File: src/rtl/game_pkg.sv
// Shared types and constants for the hook scene sequencer.
//   state_t   : sequencer states (scene init, hook cycle, scene done)
//   PH_*      : hook_phase output codes
//   phase_of  : maps a state to its hook_phase code
package game_pkg;

   typedef enum logic [3:0] {
      ST_BG       = 4'd0,
      ST_GEN_X    = 4'd1,
      ST_GEN_Y    = 4'd2,
      ST_DRAW_OBJ = 4'd3,
      ST_NEXT_OBJ = 4'd4,
      ST_SWING    = 4'd5,
      ST_DROP     = 4'd6,
      ST_DRAG     = 4'd7,
      ST_DONE     = 4'd8
   } state_t;

   localparam logic [1:0] PH_INIT  = 2'd0;
   localparam logic [1:0] PH_SWING = 2'd1;
   localparam logic [1:0] PH_DROP  = 2'd2;
   localparam logic [1:0] PH_DRAG  = 2'd3;

   function automatic logic [1:0] phase_of(input state_t s);
      logic [1:0] ph;
      ph = PH_INIT;
      case (s)
         ST_SWING: ph = PH_SWING;
         ST_DROP:  ph = PH_DROP;
         ST_DRAG:  ph = PH_DRAG;
         default:  ph = PH_INIT;
      endcase
      return ph;
   endfunction

endpackage

File: src/rtl/angle_swing_counter.sv
// Hook angle index counter that bounces between 0 and ANGLE_STEPS-1.
//   clk, resetn : clock, synchronous active-low reset
//   load_start  : return to START_ANGLE, clockwise
//   step_en     : advance one angle step in the current direction
//   angle_idx   : current angle index
//   clockwise   : 1 = index increasing
module angle_swing_counter #(
   parameter int ANGLE_STEPS = 11,
   parameter int ANGLE_W     = 4,
   parameter int START_ANGLE = 5
) (
   input  logic               clk,
   input  logic               resetn,
   input  logic               load_start,
   input  logic               step_en,
   output logic [ANGLE_W-1:0] angle_idx,
   output logic               clockwise
);

   localparam logic [ANGLE_W-1:0] MAX_IDX   = ANGLE_W'(ANGLE_STEPS - 1);
   localparam logic [ANGLE_W-1:0] START_IDX = ANGLE_W'(START_ANGLE);

   logic               go_up;
   logic [ANGLE_W-1:0] up_idx;
   logic [ANGLE_W-1:0] dn_idx;

   // Direction is re-derived at the ends so the index can never escape the
   // range, even if START_ANGLE sits on a boundary.
   assign go_up  = clockwise ? (angle_idx != MAX_IDX) : (angle_idx == '0);
   assign up_idx = angle_idx + 1'b1;
   assign dn_idx = angle_idx - 1'b1;

   always_ff @(posedge clk) begin
      if (!resetn || load_start) begin
         angle_idx <= START_IDX;
         clockwise <= 1'b1;
      end else if (step_en) begin
         if (go_up) begin
            angle_idx <= up_idx;
            clockwise <= (up_idx != MAX_IDX);
         end else begin
            angle_idx <= dn_idx;
            clockwise <= (dn_idx == '0);
         end
      end
   end

endmodule

File: src/rtl/hook_scene_sequencer.sv
// Scene sequencer: background, NUM_GOLD gold and NUM_STONE stone objects
// (each with X/Y randomisation), then the hook swing/drop/drag cycle.
//   clk, resetn            : clock, synchronous active-low reset
//   frame                  : one-cycle animation tick
//   drop, game_end         : player drop request, end-of-game request
//   draw_bg_done           : background drawer finished
//   draw_obj_done          : object drawer finished current object
//   drop_end, drag_end     : hook hit something / hook back at origin
//   enable_draw_background : high while drawing the background
//   enable_random          : high in GEN_X and GEN_Y
//   enable_draw_obj        : high while drawing an object
//   obj_is_stone, obj_index: kind and index of current object
//   angle_idx, clockwise   : hook angle and swing direction
//   hook_phase             : 0 init, 1 swing, 2 drop, 3 drag
//   drop_step, drag_step   : per-frame hook advance pulses
//   resetn_objects         : low for the single DONE cycle
module hook_scene_sequencer #(
   parameter int NUM_GOLD    = 5,
   parameter int NUM_STONE   = 5,
   parameter int CNT_W       = 3,
   parameter int ANGLE_STEPS = 11,
   parameter int ANGLE_W     = 4,
   parameter int START_ANGLE = 5
) (
   input  logic               clk,
   input  logic               resetn,
   input  logic               frame,
   input  logic               drop,
   input  logic               game_end,
   input  logic               draw_bg_done,
   input  logic               draw_obj_done,
   input  logic               drop_end,
   input  logic               drag_end,
   output logic               enable_draw_background,
   output logic               enable_random,
   output logic               enable_draw_obj,
   output logic               obj_is_stone,
   output logic [CNT_W-1:0]   obj_index,
   output logic [ANGLE_W-1:0] angle_idx,
   output logic               clockwise,
   output logic [1:0]         hook_phase,
   output logic               drop_step,
   output logic               drag_step,
   output logic               resetn_objects
);

   import game_pkg::*;

   localparam int TOTAL = NUM_GOLD + NUM_STONE;

   state_t state;
   state_t nxt;
   logic   en_bg_q;
   logic   last_gold;
   logic   last_stone;
   logic   swing_step;

   assign last_gold  = (int'(obj_index) >= NUM_GOLD - 1);
   assign last_stone = (int'(obj_index) >= NUM_STONE - 1);

   always_comb begin
      nxt = ST_BG;
      case (state)
         ST_BG:       nxt = !draw_bg_done ? ST_BG :
                            (TOTAL == 0) ? ST_SWING : ST_GEN_X;
         ST_GEN_X:    nxt = ST_GEN_Y;
         ST_GEN_Y:    nxt = ST_DRAW_OBJ;
         ST_DRAW_OBJ: nxt = draw_obj_done ? ST_NEXT_OBJ : ST_DRAW_OBJ;
         ST_NEXT_OBJ: begin
            if (!obj_is_stone)
               nxt = (!last_gold || NUM_STONE != 0) ? ST_GEN_X : ST_SWING;
            else
               nxt = !last_stone ? ST_GEN_X : ST_SWING;
         end
         ST_SWING:    nxt = game_end ? ST_DONE : drop     ? ST_DROP  : ST_SWING;
         ST_DROP:     nxt = game_end ? ST_DONE : drop_end ? ST_DRAG  : ST_DROP;
         ST_DRAG:     nxt = game_end ? ST_DONE : drag_end ? ST_SWING : ST_DRAG;
         ST_DONE:     nxt = ST_BG;
         default:     nxt = ST_BG;
      endcase
   end

   always_ff @(posedge clk) begin
      if (!resetn) begin
         state        <= ST_BG;
         en_bg_q      <= 1'b0;
         obj_index    <= '0;
         obj_is_stone <= (NUM_GOLD == 0);
      end else begin
         state <= nxt;
         // Registered from the next state so the background enable stays low
         // in the cycle following reset.
         en_bg_q <= (nxt == ST_BG);
         case (state)
            ST_NEXT_OBJ: begin
               if (!obj_is_stone) begin
                  if (!last_gold) begin
                     obj_index <= obj_index + 1'b1;
                  end else if (NUM_STONE != 0) begin
                     obj_is_stone <= 1'b1;
                     obj_index    <= '0;
                  end
               end else if (!last_stone) begin
                  obj_index <= obj_index + 1'b1;
               end
            end
            ST_DONE: begin
               obj_index    <= '0;
               obj_is_stone <= (NUM_GOLD == 0);
            end
            default: ;
         endcase
      end
   end

   // A frame coinciding with drop/game_end leaves the angle frozen.
   assign swing_step = frame & (state == ST_SWING) & ~drop & ~game_end;

   angle_swing_counter #(
      .ANGLE_STEPS(ANGLE_STEPS),
      .ANGLE_W    (ANGLE_W),
      .START_ANGLE(START_ANGLE)
   ) u_angle (
      .clk       (clk),
      .resetn    (resetn),
      .load_start(state == ST_DONE),
      .step_en   (swing_step),
      .angle_idx (angle_idx),
      .clockwise (clockwise)
   );

   assign enable_draw_background = en_bg_q;
   assign enable_random          = (state == ST_GEN_X) || (state == ST_GEN_Y);
   assign enable_draw_obj        = (state == ST_DRAW_OBJ);
   assign hook_phase             = phase_of(state);
   assign resetn_objects         = (state != ST_DONE);
   // Leaving DROP/DRAG suppresses the step pulse of that frame.
   assign drop_step = resetn & frame & (state == ST_DROP) & ~drop_end & ~game_end;
   assign drag_step = resetn & frame & (state == ST_DRAG) & ~drag_end & ~game_end;

endmodule

File: config.mk
export PLATFORM = sky130hd
export DESIGN_NAME = hook_scene_sequencer
export DESIGN_NICKNAME = d
export VERILOG_FILES = /design/src/rtl/game_pkg.sv /design/src/rtl/angle_swing_counter.sv /design/src/rtl/hook_scene_sequencer.sv
export SDC_FILE = /design/constraint.sdc
export NUM_CORES = 1
export LEC_CHECK = 0
export ABC_AREA = 1
export CAP_MARGIN = 15
export CELL_PAD_IN_SITES_DETAIL_PLACEMENT = 1
export CELL_PAD_IN_SITES_GLOBAL_PLACEMENT = 1
export CORE_MARGIN = 4
export CORE_UTILIZATION = 30
export DETAILED_ROUTE_END_ITERATION = 7
export GPL_TIMING_DRIVEN = 0
export PLACE_DENSITY_LB_ADDON = 0.1
export SETUP_SLACK_MARGIN = 0.1
export SLEW_MARGIN = 10
export SYNTH_ARGS = -nofsm -noshare
export SYNTH_HDL_FRONTEND = slang
export SYNTH_SLANG_ARGS = --single-unit
File: constraint.sdc
create_clock -name clk -period 1.3 [get_ports clk]
set_input_delay 0.195 -clock clk [delete_from_list [all_inputs] [get_ports clk]]
set_output_delay 0.195 -clock clk [all_outputs]
set_load 0.01 [all_outputs]
# After elaboration in Yosys (flattened, before gate mapping)
# Index checks and enable logic that the tools add are counted.
# Widths: inputs -> output; s select.
# totals
ff_bits	14
in_bits	9
# op_classes
n_bitwise	14
n_lt_le_gt_ge	1
n_addsub	3
reduce_logical	9
n_mux	22
eq_ne	12
# ops
operator	count
$pmux 4 s8	1
$mux 3	6
$eq 4x3->1 const B	4
$logic_not 4->1	4
$mux 4	4
$ne 4x4->1 const B	3
$and 1x1->1	10
$eq 4x2->1 const B	2
$mux 1	6
$pmux 2 s3	1
$pmux 3 s2	1
$add 4x1->4 const B	1
$eq 4x1->1 const B	1
$eq 4x4->1 const B	1
$mux 2	2
$not 1->1	4
$sub 4x1->4 const B	1
$add 3x1->3 const B	1
$ge 3x3->1 const B	1
$ne 3x3->1 const B	1
$logic_or 1x1->1	2
$pmux 1 s2	1
$reduce_and 2->1	1
$reduce_bool 2->1	1
$logic_not 1->1	1

# Longest topological paths before layout
# logic_depth
depth_word	5
mapped_depth	10
mapped_depth_nobuf	10

# Hierarchy
# From an unflattened synthesis, not the netlist that was laid out.
# hier_totals
hier_cells	170
area_unflattened_um2	1057.3
# by_module_without_submodules
mod	seq_area_each_um2	n_inst	cells_each	area_each_um2
hook_scene_sequencer	180.2	1	100	591.8
angle_swing_counter	100.1	1	70	465.4

# Worst setup path before layout
# Ideal clock, no wire load.
# synth_path
path_kind	register to register
from	register u_angle.angle_idx[0]
to	register u_angle.clockwise
t_arrival_ns	1.305
setup_slack_ns	-0.120
synth_period_minus_slack_ns	1.420
path_buffers	0
stages_incl_launch_ff	9
path_cell_list	dfxtp_1 inv_1 ha_1 nand3_1 nand2_1 nand2_1 o21ai_0 nand3_1 nand2_1
# synth_between
elab_chain_cells	3
# synth_lines
item	line_no	rtl
from (decl)	angle_swing_counter.sv:16	output logic [ANGLE_W-1:0] angle_idx,
from (signal assigned)	angle_swing_counter.sv:39	angle_idx <= up_idx;
from (signal assigned)	angle_swing_counter.sv:42	angle_idx <= dn_idx;
$add 4x1->4, or another cell as far along	angle_swing_counter.sv:30	assign up_idx = angle_idx + 1'b1;
$ne 4x4->1, or another cell as far along	angle_swing_counter.sv:40	clockwise <= (up_idx != MAX_IDX);
$mux 1 *	angle_swing_counter.sv:38	if (go_up) begin
to (signal assigned)	angle_swing_counter.sv:40	
to (signal assigned)	angle_swing_counter.sv:43	clockwise <= (dn_idx == '0);
to (decl)	angle_swing_counter.sv:17	output logic clockwise
# Mark *: on every way between the ends. The rest lies on a longest branch, timed or not.
# A chain may end at the register's enable or synchronous reset.

# Final worst setup path
# layout_path
from	register state[3]
to	register u_angle.angle_idx[3]
# layout_between
elab_chain_cells	4
# layout_lines
item	line_no	rtl
from (decl)	hook_scene_sequencer.sv:51	state_t state;
from (signal assigned)	hook_scene_sequencer.sv:90	state <= nxt;
$eq 4x3->1	hook_scene_sequencer.sv:117	assign swing_step = frame & (state == ST_SWING) & ~drop & ~game_end;
$and 1x1->1 (3 in a row)	hook_scene_sequencer.sv:117	
# Several ways; a longest one is shown, not always the timed one.

==> summary.txt <==
Gpl congestion - 0.823
Least-Margin Pin Slew - 0.329 ns
Worst endpoint required time - 1.53 ns
Final hold violation count - 0
CP dominant cell by count - nor2_4
H-tree depth - 1
Post-layout min period - 1.46 ns
DRT iter0 DRCs - 35
Slowest CP cell - dfxtp_4
Post-route DRC violation count - 0
RR Startpoint - state[3]
F_max - 0.685 GHz
Area Growth Syn to Fin - 71.0%
CP delay by family, top - simple AND/OR/NAND/NOR gates
Routed via count - 1,272
Post-Syn Instances - 166
Fin nets - 235
Worst R2R End - u_angle.angle_idx[3]
Port buffer count - 25
Reg clk slew, reported paths - 0.09 ns
Max cap viols - 0
Maximum fanout along the worst path - 6
Busiest grt layer - met2
Post-DRT Antenna Nets - 0
Largest vdd supply drop - 398 uV
Wire per inst - 13.9 um
Clock root buffer - clkbuf_4
GRT Util Overall - 0.178
Final core utilization - 0.533
Mapped Area - 1050 um2
First-pass GRT wire length - 6060 um
Setup Skew - 0.00489 ns
Worst-case hold slack - 0.391 ns
Crit path to - u_angle.angle_idx[3]
Row cnt - 21
Die Ht - 67.1 um
Power per cell area - 561 nW/um2
Slew margin rel. - 0.779
Clock latency on the worst-skew pair - 0.29 ns
Static Leak - 0.826 nW
Grt total ovfl - 0
Mean post-synth cell area - 6.32 um2
Starting Density - 0.312
Final Cell Area - 1790 um2
Setup TNS - -1.59 ns
Status - finished with violations
Worst Path Arrival - 1.69 ns
Slew Viols, Final - 0
Met3 GRT Util - 0.0438
Area of the core - 3360 um2
Tot Pwr - 1.01 mW
Via density - 4.82
Dpl ws - -0.641 ns
Reg2reg path depth - 9
Yosys Warn Count - 0
Final setup vio count - 19
Boundary pin count - 26
Min-delay worst type - primary input to flip-flop
Clock sinks - 14
Placed cells - 237
Ant. Diodes - 0
Synth Net Count - 182
Final cycle utilization of the critical path - 1.12
Critical path class - flip-flop to flip-flop
Detailed Route WL - 3680 um
#FFs+latches synth - 14
CTS tree - yes
Crit end category - flip-flop
Crit path launch - state[3]
Worst-case clock buffer depth - 2
Failing checks - negative setup slack
Startpoint Class - flip-flop
Unique masters post-synth - 26
FF-to-FF setup slack - -0.16 ns
WP buf/inv - 3
Worst path cell trace - inv_4, nand2_8, buf_6, nor2_4, nand3_4, nor2_4, buf_4, o21ai_1, nor2_1
DP Area - 1370 um2
Drt first pass iters - 4
M2 GR Usage - 0.318
Fillers - 451
Final WS setup - -0.159 ns
CTS buffer count - 3
Die X - 67.1 um
Vias in the first global route - 1,324
Critical path depth - 9
Max stage delay on crit path - 0.37 ns
Global Route met1 Usage - 0.213
Final Instance Count excl. Fillers - 264
RSZ-0062 raised after global routing - yes
Seq/Total Area, Yosys - 0.267
Share of layout cells above drive strength 1 - 0.463
Largest net degree at the start of global routing - 9
DIE AREA - 4510 um2
Number of antenna violations at the first check in global routing - 0
DP HPWL - 2520 um
metal layers:
metal | up-vias | share of wire
li1 | 635 | -
met1 | 609 | 0.44
met2 | 21 | 0.52
met3 | 7 | 0.031
met4 | 0 | 0.012
met5 | - | 0
cell type report:
type                    instances  area, um2  area share
clock buffers                   3       22.5      0.0126
plain buffers                   1       11.3     0.00628
flip-flops and latches         14        312       0.174
well taps                      46       57.6      0.0321
inverters                      27        111      0.0621
repair buffers                 48        419       0.234
multi-input cells             124        856       0.477
clock inverters                 1       3.75     0.00209
registers in the layout, indices dropped and copies added (netlist names):
name / cells
u_angle.clockwise: 1
enable_draw_background: 1
obj_is_stone: 1
obj_index: 3
state: 4
u_angle.angle_idx: 4
synthesized netlist by cell type:
library cell / count / area [um2]
nand2_1: 38 / 143
nor2_1: 30 / 113
inv_1: 22 / 82.6
dfxtp_1: 14 / 280
nand3_1: 13 / 65.1
ha_1: 7 / 87.6
a21oi_1: 5 / 25.0
inv_2: 5 / 18.8
o21ai_0: 5 / 25.0
nand4_1: 4 / 25.0
nor3_1: 3 / 15.0
a31oi_1: 2 / 12.5
nand2_2: 2 / 12.5
nor2_4: 2 / 22.5
o211ai_1: 2 / 15.0
o21ai_1: 2 / 10.0
a21oi_2: 1 / 8.76
buf_6: 1 / 11.3
nand2_4: 1 / 11.3
nand3_2: 1 / 10.0
nand3_4: 1 / 17.5
nand3b_1: 1 / 7.51
nor2_2: 1 / 6.26
o22ai_1: 1 / 6.26
xnor2_1: 1 / 8.76
xor2_1: 1 / 8.76
worst register-to-register path, cell delays in order (launching register included):
cell and delay [ns]:
dfxtp_4 0.37, inv_4 0.08, nand2_8 0.07, buf_6 0.13
nor2_4 0.17, nand3_4 0.11, nor2_4 0.20, buf_4 0.14
o21ai_1 0.05, nor2_1 0.08
power by group:
part / leakage (nW) / total, mW / switching (mW) / internal [mW]
registers: 0.119 / 0.459 / 0.0228 / 0.436
logic: 0.692 / 0.283 / 0.151 / 0.132
clock network: 0.0154 / 0.263 / 0.151 / 0.112
total: 0.826 / 1.01 / 0.325 / 0.680
cells by family after synthesis:
| group | Yosys count | synth area share |
|---|---|---|
| XOR/XNOR | 2 | 0.0167 |
| AND/OR/NAND/NOR | 97 | 0.427 |
| adder cells (fa/ha/maj) | 7 | 0.0835 |
| flip-flops | 14 | 0.267 |
| AO/OA/AOI/OAI | 18 | 0.0978 |
| buffers and inverters | 28 | 0.107 |
worst min-delay path by stage:
| stage | start | endpoint | slack (ns) | depth (start not counted) |
|---|---|---|---|---|
| detailed placement | obj_is_stone | obj_is_stone | 0.52 | 2 |
| finish | resetn | obj_index[0] | 0.39 | 3 |
| global route | resetn | obj_index[0] | 0.41 | 3 |
| floorplan | resetn | obj_index[0] | 0.34 | 2 |
| CTS | resetn | obj_index[0] | 0.41 | 3 |
| global placement | obj_is_stone | obj_is_stone | 0.51 | 2 |
placed cells by master (no fill, tap or decap), drive strengths merged:
master / count
nand2: 41
nor2: 33
buf: 31
inv: 27
nand3: 15
dfxtp: 14
dlygate4sd2: 8
clkdlybuf4s50: 7
ha: 7
o21ai: 7
a21oi: 6
nand4: 4
clkbuf: 4
nor3: 3
o211ai: 2
clkdlybuf4s15: 2
a31oi: 2
xor2: 1
xnor2: 1
o22ai: 1
nand3b: 1
clkinv: 1
timing repair:
action	in CTS	in global routing
hold buffers	0	0
endpoints found under the setup margin	28	27
gates resized for setup	93	34
buffers inserted	17	7
pin swaps	13	16
Power figures use the tool's default switching activity.
